===== src/rtl/interrupt_arbiter.sv =====
// interrupt_arbiter: prioritised interrupt arbiter with a claim/complete handshake
// and a small word-addressed register interface.
module interrupt_arbiter #(
  parameter int NUM_SRC = 8,
  parameter int PRIO_W  = 3
) (
  input  logic               clock,
  input  logic               reset,
  input  logic [NUM_SRC-1:0] irq_src,
  input  logic [3:0]         bus_addr,
  input  logic               bus_wen,
  input  logic               bus_ren,
  input  logic [31:0]        bus_wdata,
  output logic [31:0]        bus_rdata,
  output logic               external_interrupt
);

  localparam logic [3:0] ADDR_PENDING   = 4'h0;
  localparam logic [3:0] ADDR_ENABLE    = 4'h1;
  localparam logic [3:0] ADDR_THRESHOLD = 4'h2;
  localparam logic [3:0] ADDR_CLAIM     = 4'h3;
  localparam logic [3:0] ADDR_EDGE_MODE = 4'h4;

  logic [NUM_SRC-1:0] pending_r;
  logic [NUM_SRC-1:0] in_service_r;
  logic [NUM_SRC-1:0] prev_r;
  logic [NUM_SRC-1:0] enable_r;
  logic [NUM_SRC-1:0] edge_mode_r;
  logic [PRIO_W-1:0]  threshold_r;
  logic [PRIO_W-1:0]  prio_r [NUM_SRC];
  logic [3:0]         best_id_r;

  logic               read_s;
  logic               claim_s;
  logic               complete_s;
  logic [NUM_SRC-1:0] claim_vec_s;
  logic [NUM_SRC-1:0] complete_vec_s;
  logic [NUM_SRC-1:0] level_set_s;
  logic [NUM_SRC-1:0] edge_set_s;
  logic [NUM_SRC-1:0] pending_next_s;
  logic [NUM_SRC-1:0] in_service_next_s;
  logic [3:0]         best_id_next_s;
  logic [PRIO_W-1:0]  best_prio_s;
  logic [31:0]        prio_rd_s;
  logic [31:0]        rdata_next_s;

  // A simultaneous write strobe turns the access into a write only.
  assign read_s     = bus_ren & ~bus_wen;
  assign claim_s    = read_s & (bus_addr == ADDR_CLAIM) & (best_id_r != 4'd0);
  assign complete_s = bus_wen & (bus_addr == ADDR_CLAIM);

  // One-hot decode of the source being claimed and the source being completed
  always_comb begin
    claim_vec_s    = {NUM_SRC{1'b0}};
    complete_vec_s = {NUM_SRC{1'b0}};
    for (int i = 0; i < NUM_SRC; i++) begin
      claim_vec_s[i]    = claim_s & (best_id_r == 4'(i + 1));
      complete_vec_s[i] = complete_s & (bus_wdata[3:0] == 4'(i + 1));
    end
  end

  // Edge sets beat a coincident claim; level sets are held off while in service.
  assign level_set_s       = ~edge_mode_r & irq_src & ~in_service_r & ~claim_vec_s;
  assign edge_set_s        = edge_mode_r & irq_src & ~prev_r;
  assign pending_next_s    = level_set_s | edge_set_s | (pending_r & ~claim_vec_s);
  assign in_service_next_s = (in_service_r | claim_vec_s) & ~complete_vec_s;

  // Pick the highest-priority eligible source; strict compare keeps the lowest ID on ties
  always_comb begin
    best_id_next_s = 4'd0;
    best_prio_s    = {PRIO_W{1'b0}};
    for (int i = 0; i < NUM_SRC; i++) begin
      if (pending_r[i] && enable_r[i] && (prio_r[i] != {PRIO_W{1'b0}}) &&
          (prio_r[i] > threshold_r) && (prio_r[i] > best_prio_s)) begin
        best_id_next_s = 4'(i + 1);
        best_prio_s    = prio_r[i];
      end else begin
        best_id_next_s = best_id_next_s;
        best_prio_s    = best_prio_s;
      end
    end
  end

  // Read data mux; unmapped addresses and absent priority slots read as zero
  always_comb begin
    prio_rd_s = 32'd0;
    for (int i = 0; i < NUM_SRC; i++) begin
      prio_rd_s = (bus_addr == 4'(8 + i)) ? 32'(prio_r[i]) : prio_rd_s;
    end
    case (bus_addr)
      ADDR_PENDING:   rdata_next_s = 32'(pending_r);
      ADDR_ENABLE:    rdata_next_s = 32'(enable_r);
      ADDR_THRESHOLD: rdata_next_s = 32'(threshold_r);
      ADDR_CLAIM:     rdata_next_s = 32'(best_id_r);
      ADDR_EDGE_MODE: rdata_next_s = 32'(edge_mode_r);
      default:        rdata_next_s = prio_rd_s;
    endcase
  end

  // Interrupt tracking state, arbitration result and registered read data
  always_ff @(posedge clock) begin
    if (reset) begin
      prev_r             <= {NUM_SRC{1'b0}};
      pending_r          <= {NUM_SRC{1'b0}};
      in_service_r       <= {NUM_SRC{1'b0}};
      best_id_r          <= 4'd0;
      external_interrupt <= 1'b0;
      bus_rdata          <= 32'd0;
    end else begin
      prev_r             <= irq_src;
      pending_r          <= pending_next_s;
      in_service_r       <= in_service_next_s;
      best_id_r          <= claim_s ? 4'd0 : best_id_next_s;
      external_interrupt <= ~claim_s & (best_id_next_s != 4'd0);
      if (read_s) begin
        bus_rdata <= rdata_next_s;
      end
    end
  end

  // Software-visible configuration registers
  always_ff @(posedge clock) begin
    if (reset) begin
      enable_r    <= {NUM_SRC{1'b0}};
      threshold_r <= {PRIO_W{1'b0}};
      edge_mode_r <= {NUM_SRC{1'b0}};
      for (int i = 0; i < NUM_SRC; i++) begin
        prio_r[i] <= {PRIO_W{1'b0}};
      end
    end else if (bus_wen) begin
      case (bus_addr)
        ADDR_ENABLE:    enable_r    <= bus_wdata[NUM_SRC-1:0];
        ADDR_THRESHOLD: threshold_r <= bus_wdata[PRIO_W-1:0];
        ADDR_EDGE_MODE: edge_mode_r <= bus_wdata[NUM_SRC-1:0];
        default:        enable_r    <= enable_r;
      endcase
      for (int i = 0; i < NUM_SRC; i++) begin
        if (bus_addr == 4'(8 + i)) begin
          prio_r[i] <= bus_wdata[PRIO_W-1:0];
        end
      end
    end
  end

endmodule


===== config.mk =====
export PLATFORM = sky130hd
export DESIGN_NAME = interrupt_arbiter
export DESIGN_NICKNAME = d
export VERILOG_FILES = /design/src/rtl/interrupt_arbiter.sv
export SDC_FILE = /design/constraint.sdc
export NUM_CORES = 1
export LEC_CHECK = 0
export CAP_MARGIN = 20
export CORE_UTILIZATION = 47
export DETAILED_ROUTE_END_ITERATION = 16
export PLACE_DENSITY = 0.71
export SLEW_MARGIN = 20
export SYNTH_ARGS = -nofsm -noshare
export SYNTH_HDL_FRONTEND = slang
export SYNTH_SLANG_ARGS = --single-unit

===== constraint.sdc =====
create_clock -name clock -period 12.3 [get_ports clock]
set_input_delay 2.46 -clock clock [delete_from_list [all_inputs] [get_ports clock]]
set_output_delay 2.46 -clock clock [all_outputs]
set_load 0.05 [all_outputs]

* Word-level counts from Yosys, hierarchy flattened
Memories as Yosys holds them, arrays and structs flattened.
Index checks and enable logic that the tools add are counted.
** Storage, ports and cells
- Bits in registers :: 80
- Bits in latches :: 0
- Bits in writable memories :: 24
- Memory bits (read-only) :: 0
- Input port bits :: 48
- Logic and storage cells :: 213
- Memories kept :: 1
** Operators by class
- $add $sub $neg :: 0
- Multiply operators :: 0
- Divide/modulo/power cells :: 0
- Magnitude comparators :: 16
- Equal/unequal tests :: 28
- Shifts and indexed selects :: 0
- Muxes and demuxes :: 66
- Bitwise gates (word level) :: 46
- Reduce and logical (&&, ||, !) cells :: 47
** Memory list
- prio_r :: depth 8, width 3, rd ports 8, clocked after Yosys merged registers in 0, write ports 8, line 30 : logic [PRIO_W-1:0] prio_r [NUM_SRC];
** Operator list (number)
- two-way mux 3 bit :: 23
- bitwise AND 8 bit :: 7
- greater-than comparator 3 bit :: 15
- == test 4 bit (second input constant) :: 10
- NOT 8 bit :: 5
- case mux 8 bit (5 select lines) :: 1
- == test 4 x 3 -> 1 bit (second input constant) :: 9
- two-way mux 1 bit :: 35
- logical AND 1 bit :: 32
- two-way mux 4 bit :: 7
- == test 4 x 2 -> 1 bit (second input constant) :: 6
- bitwise OR 8 bit :: 3
- nonzero test 3 bit :: 8
- bitwise AND 1 bit :: 21
- == test 4 x 1 -> 1 bit (second input constant) :: 3
- bitwise OR 1 bit :: 8
- nonzero test 4 bit :: 2
- AND reduction 2 bit :: 3
- logical NOT 4 bit :: 1
- greater-than comparator 3 x 1 -> 1 bit (second input constant) :: 1
- NOT 1 bit :: 2
- OR reduction 2 bit :: 1

* Depth between registers and ports, before layout
An unclocked memory read counts as a cell.
- Word-level depth :: 29
- Depth in mapped cells :: 48

* Worst setup path before layout
Ideal clock, no wire load.
- Kind :: register to register
- Start point :: register threshold_r[1]
- End point :: register external_interrupt
- Data arrival time :: 9.218 ns
- Setup slack :: 3.012 ns
- Cell stages (with the launch flop) :: 45
- Buffers on the path :: 1
- Clock period less this slack :: 9.288 ns
- Cells stage by stage :: dfxtp_1 -> inv_1 -> ha_1 -> nor2b_1 -> o21a_2 -> o21ai_1 -> ha_1 -> a21oi_1 -> a22oi_1 -> and2_4 -> buf_6 -> o21a_1 -> ha_1 -> nand3_1 -> and3_4 -> nand3_2 -> mux2_1 -> ha_1 -> [9 not listed] -> mux2_4 -> ha_1 -> nor2_1 -> nand3_1 -> o21ai_1 -> nor2_4 -> mux2_4 -> ha_1 -> a31oi_1 -> nand4_1 -> nor3_1 -> mux2_2 -> ha_1 -> a31oi_1 -> nand4_1 -> nor3_1 -> nor4_1 -> a21oi_1
** Between the ends
- Word-level cells in the longest chain between the ends :: 27
- Elaborated cells between the ends (all ways) :: 48
- Those cells by class :: order compare (15); mux (15); bitwise (1); reduce/logical (17)
** RTL lines
- start, declared :: line 29 : logic [PRIO_W-1:0] threshold_r;
- start signal, assigned :: line 125 : threshold_r <= {PRIO_W{1'b0}};
- start signal, assigned :: line 133 : ADDR_THRESHOLD: threshold_r <= bus_wdata[PRIO_W-1:0];
- greater-than comparator 3 bit :: line 74 : (prio_r[i] > threshold_r) && (prio_r[i] > best_prio_s)) begin
- logical AND 1 bit :: line 73 : if (pending_r[i] && enable_r[i] && (prio_r[i] != {PRIO_W{1'b0}}) &&
- logical AND 1 bit :: line 74
- two-way mux 3 bit :: line 73
- greater-than comparator 3 bit :: line 74
- logical AND 1 bit :: line 74
- two-way mux 3 bit :: line 73
- greater-than comparator 3 bit :: line 74
- [11 not listed]
- greater-than comparator 3 bit :: line 74
- logical AND 1 bit :: line 74
- two-way mux 3 bit :: line 73
- greater-than comparator 3 bit :: line 74
- logical AND 1 bit :: line 74
- two-way mux 4 bit (*) :: line 73
- nonzero test 4 bit (*) :: line 114 : external_interrupt <= ~claim_s & (best_id_next_s != 4'd0);
- bitwise AND 1 bit (*) :: line 114
- end signal, assigned :: line 114
- end, declared :: line 15 : output logic external_interrupt
Every way passes the cells marked *; elsewhere a longest branch is shown, timed or not.
A chain may end at the register's enable or synchronous reset.

* Final worst setup path
- Start point :: register threshold_r[1]
- End point :: register best_id_r[1]
** Between the ends
- Word-level cells in the longest chain between the ends :: 25
- Elaborated cells between the ends (all ways) :: 45
- Those cells by class :: order compare (15); mux (14); reduce/logical (16)
** RTL lines
- greater-than comparator 3 bit :: line 74
- logical AND 1 bit :: line 73
- logical AND 1 bit :: line 74
- two-way mux 3 bit :: line 73
- greater-than comparator 3 bit :: line 74
- logical AND 1 bit :: line 74
- two-way mux 3 bit :: line 73
- greater-than comparator 3 bit :: line 74
- [9 not listed]
- logical AND 1 bit :: line 74
- two-way mux 3 bit :: line 73
- greater-than comparator 3 bit :: line 74
- logical AND 1 bit :: line 74
- two-way mux 3 bit :: line 73
- greater-than comparator 3 bit :: line 74
- logical AND 1 bit :: line 74
- two-way mux 4 bit (*) :: line 73
- end signal, assigned :: line 113 : best_id_r <= claim_s ? 4'd0 : best_id_next_s;
- end, declared :: line 31 : logic [3:0] best_id_r;
Marked as above.

==> metrics.md <==
| Metric | Value |
|---|---|
| Clk Latency, worst-skew pair | `360 ps` |
| Crit path largest cell delay | `660 ps` |
| Worst Tran Pin Value | `about 860 ps` |
| Post-CTS Setup Repair Bufs | `0` |
| EDFF count, synth | `24` |
| Crit path launch type | `flop` |
| Ports | `roughly 80` |
| Clock root buffer master | `clkbuf_8` |
| Max frequency | `between 0.09 and 0.1 GHz` |
| Die area | `0.01132 mm2` |
| Clock Skews | `roughly 7.7 ps` |
| Largest net degree at the start of global routing | `64` |
| Drt first pass iters | `5` |
| RSZ-0062 raised after global routing | `no` |
| Placed cells | `just over 700` |
| Grt ovf | `0` |
| Yosys warns | `0` |
| TritonCTS clock tree | `yes` |
| Asr flop ratio synth | `0` |
| Clock slew at reported path FFs | `roughly 80 ps` |
| Crit path required time | `between 10,000 and 15,000 ps` |
| PortBufs | `32` |
| Min Clock Period, post-route | `around 11,000 ps` |
| Setup violations, final | `0` |
| Top FF cell, synth | `dfxtp_1` |
| Avg Synthesized Cell Area | `approximately 8.9 um2` |
| Post-CTS Resized | `0` |
| Fin crit share | `0.8700` |
| Initial antenna violation count | `0` |
| CP max FO | `8` |
| Via density | `around 6` |
| Antenna diodes | `0` |
| First-pass GRT wire length | `between 20,000 and 25,000 um` |
| Endpoint class of the critical path | `flop` |
| #FFs+latches synth | `80` |
| Pre-CTS setup slack | `roughly 1700 ps` |
| Outcome | `completed` |
| Synth Instances | `573` |
| Slowest library cell on the worst path | `nor3_1` |
| Cts bufs inserted | `9` |
| Routed via count | `about 4,300` |
| Commonest non-fill, non-tap cell in the layout | `nor2_1` |
| Synthesized cell area | `between 0.005 and 0.006 mm2` |
| Yosys cell types | `68` |
| P&R area growth vs syn | `10.51%` |
| Vias in the first global route | `just over 4,000` |
| MaxCap Viol Count | `0` |
| Hold_buf cts | `0` |
| Fin. Hold Viols | `0` |
| Number of cell rows | `37` |
| Final net count | `approximately 700` |
| Number of remaining DRC errors | `0` |
| HPWL Detailed | `roughly 9500 um` |
| PnR worst setup slack | `1599 ps` |
| Setup TNS | `0 ps` |
| Initial Utilization | `0.4895` |
| WHS | `482.2 ps` |
| Clk sink count | `80` |
| Die Y | `around 110 um` |
| Number of fill cells | `approximately 950` |
| Cell area power density | `between 100 and 150 mW/mm2` |
| Layout cells sized above 1 | `0.09000` |
| Sequential-to-total area share from yosys stat | `0.3596` |
| Final Wtd Congestion | `0.8527` |
| Max VDD drop | `approximately 65 uV` |
| DR iter-0 viols | `roughly 390` |
| Die W | `roughly 110 um` |
| Setup crit start | `threshold_r[1]` |
| Critical path arrival | `about 11,000 ps` |
| Worst r2r src | `threshold_r[1]` |
| Routed len/inst | `approximately 17 um` |
| Final non-filler cell total | `about 740` |
| CP dominant cell by count | `ha_1` |
| Core ar. | `around 0.010 mm2` |
| Most frequent cells in the layout | `59 x nor2_1, 56 x dfxtp_1, 44 x a21oi_1, 44 x nand2_1, 39 x ha_1` |
| HP Class | `flop to flop` |
| HP Start | `in_service_r[3]` |
| Max Root-Sink Buffers | `2` |
| Slew headroom | `0.4280` |
| Post-route ant nets | `0` |
| GRT Resource Usage Total | `0.2409` |
| Final wirelength | `roughly 13,000 um` |
| Slew Limit Fails | `0` |
| Static leakage | `around 2.2 nW` |
| Crit path kind | `flop to flop` |
| CTS H-Tree Depth | `3` |
synthesized netlist by cell type (3+ instances only):
master	instances	area (um2)
or3_1	3	18.77
a21o_1	6	45.04
inv_1	24	90.09
nand4_1	4	25.02
nand2_1	44	165.2
nor3_1	18	90.09
nor2_1	59	221.5
o211ai_2	3	37.54
edfxtp_1	24	720.7
nor3b_1	3	22.52
mux2_2	5	56.30
o21a_1	7	52.55
ha_1	39	488.0
o21ai_0	14	70.07
a22oi_1	6	45.04
nand3_1	33	165.2
nor4_1	4	25.02
mux2i_1	9	90.09
o22ai_1	3	18.77
dfxtp_1	56	1121
a221oi_1	3	26.28
mux4_2	6	135.1
o21ai_1	5	25.02
a311oi_1	5	43.79
a222oi_1	6	60.06
clkbuf_1	20	75.07
a211oi_1	3	22.52
a31oi_1	4	25.02
buf_4	24	180.2
nand3b_1	5	37.54
a21oi_1	44	220.2
nor2b_1	23	143.9
nand2b_1	15	93.84
power by group:
group | switching (mW) | internal [mW] | leakage, nW
combinational | 0.0569 | 0.0309 | 1.35
sequential | 0.0125 | 0.282 | 0.687
clock | 0.0986 | 0.107 | 0.112
registers in the layout, summed over array words and instances (netlist names):
signal,cells
best_id_r,4
bus_rdata,8
edge_mode_r,8
enable_r,8
external_interrupt,1
in_service_r,8
pending_r,8
prev_r,8
prio_r,24
threshold_r,3
cell type report:
class,count,area (um2),share of cell area
multi-input cells,446,3012,0.5322
repair buffers,34,332.8,0.05881
well taps,136,170.2,0.03007
flip-flops and latches,80,1842,0.3254
inverters,24,90.09,0.01592
clock inverters,6,63.81,0.01128
clock buffers,10,148.9,0.02631
through the flow:
stage               power, mW  cell area (um2)  utilization
floorplan              0.3661             5207            -
global placement       0.3835             5444       0.5203
detailed placement     0.3873             5444       0.5203
CTS                    0.5878             5657       0.5407
global route           0.6104             5659       0.5409
finish                 0.5874             5659       0.5409
kinds of logic (layout without fill, tap and decap cells):
logic type | count (synthesis) | count (layout) | share of synthesized area
flip-flops | 80 | 80 | 0.3596
other | 1 | 24 | 0.0007323
multiplexers | 24 | 24 | 0.06817
buffers and inverters | 70 | 74 | 0.07036
AO/OA/AOI/OAI | 129 | 129 | 0.1781
adder cells (fa/ha/maj) | 39 | 39 | 0.09529
AND/OR/NAND/NOR | 230 | 230 | 0.2277
critical path: cells and delay by family, from the launching register on:
kind                       cells  cell delay, ps
AOI/OAI and AO/OA             11            2680
adders and majority gates      8            2290
buffers and inverters          1             330
DFF                            1             330
muxes                          5            1810
and+or+nand+nor               17            3080
per-layer routing:
layer  wire length [um]  global-route usage  part of all wire
met1               5848              0.3290              0.45
met3                747             0.03433             0.058
met4                341             0.08929             0.026
met5                  0                   0                 0
met2               5931              0.3859              0.46
worst paths after layout:
path	to	slack, ps	depth (start not counted)
setup / recovery	best_id_r[1]	1600	42
hold / removal	in_service_r[3]	480	2
setup reg to reg	best_id_r[1]	1600	42
hold reg to reg	in_service_r[3]	480	2
No activity file was read; power rests on OpenSTA's default activity.
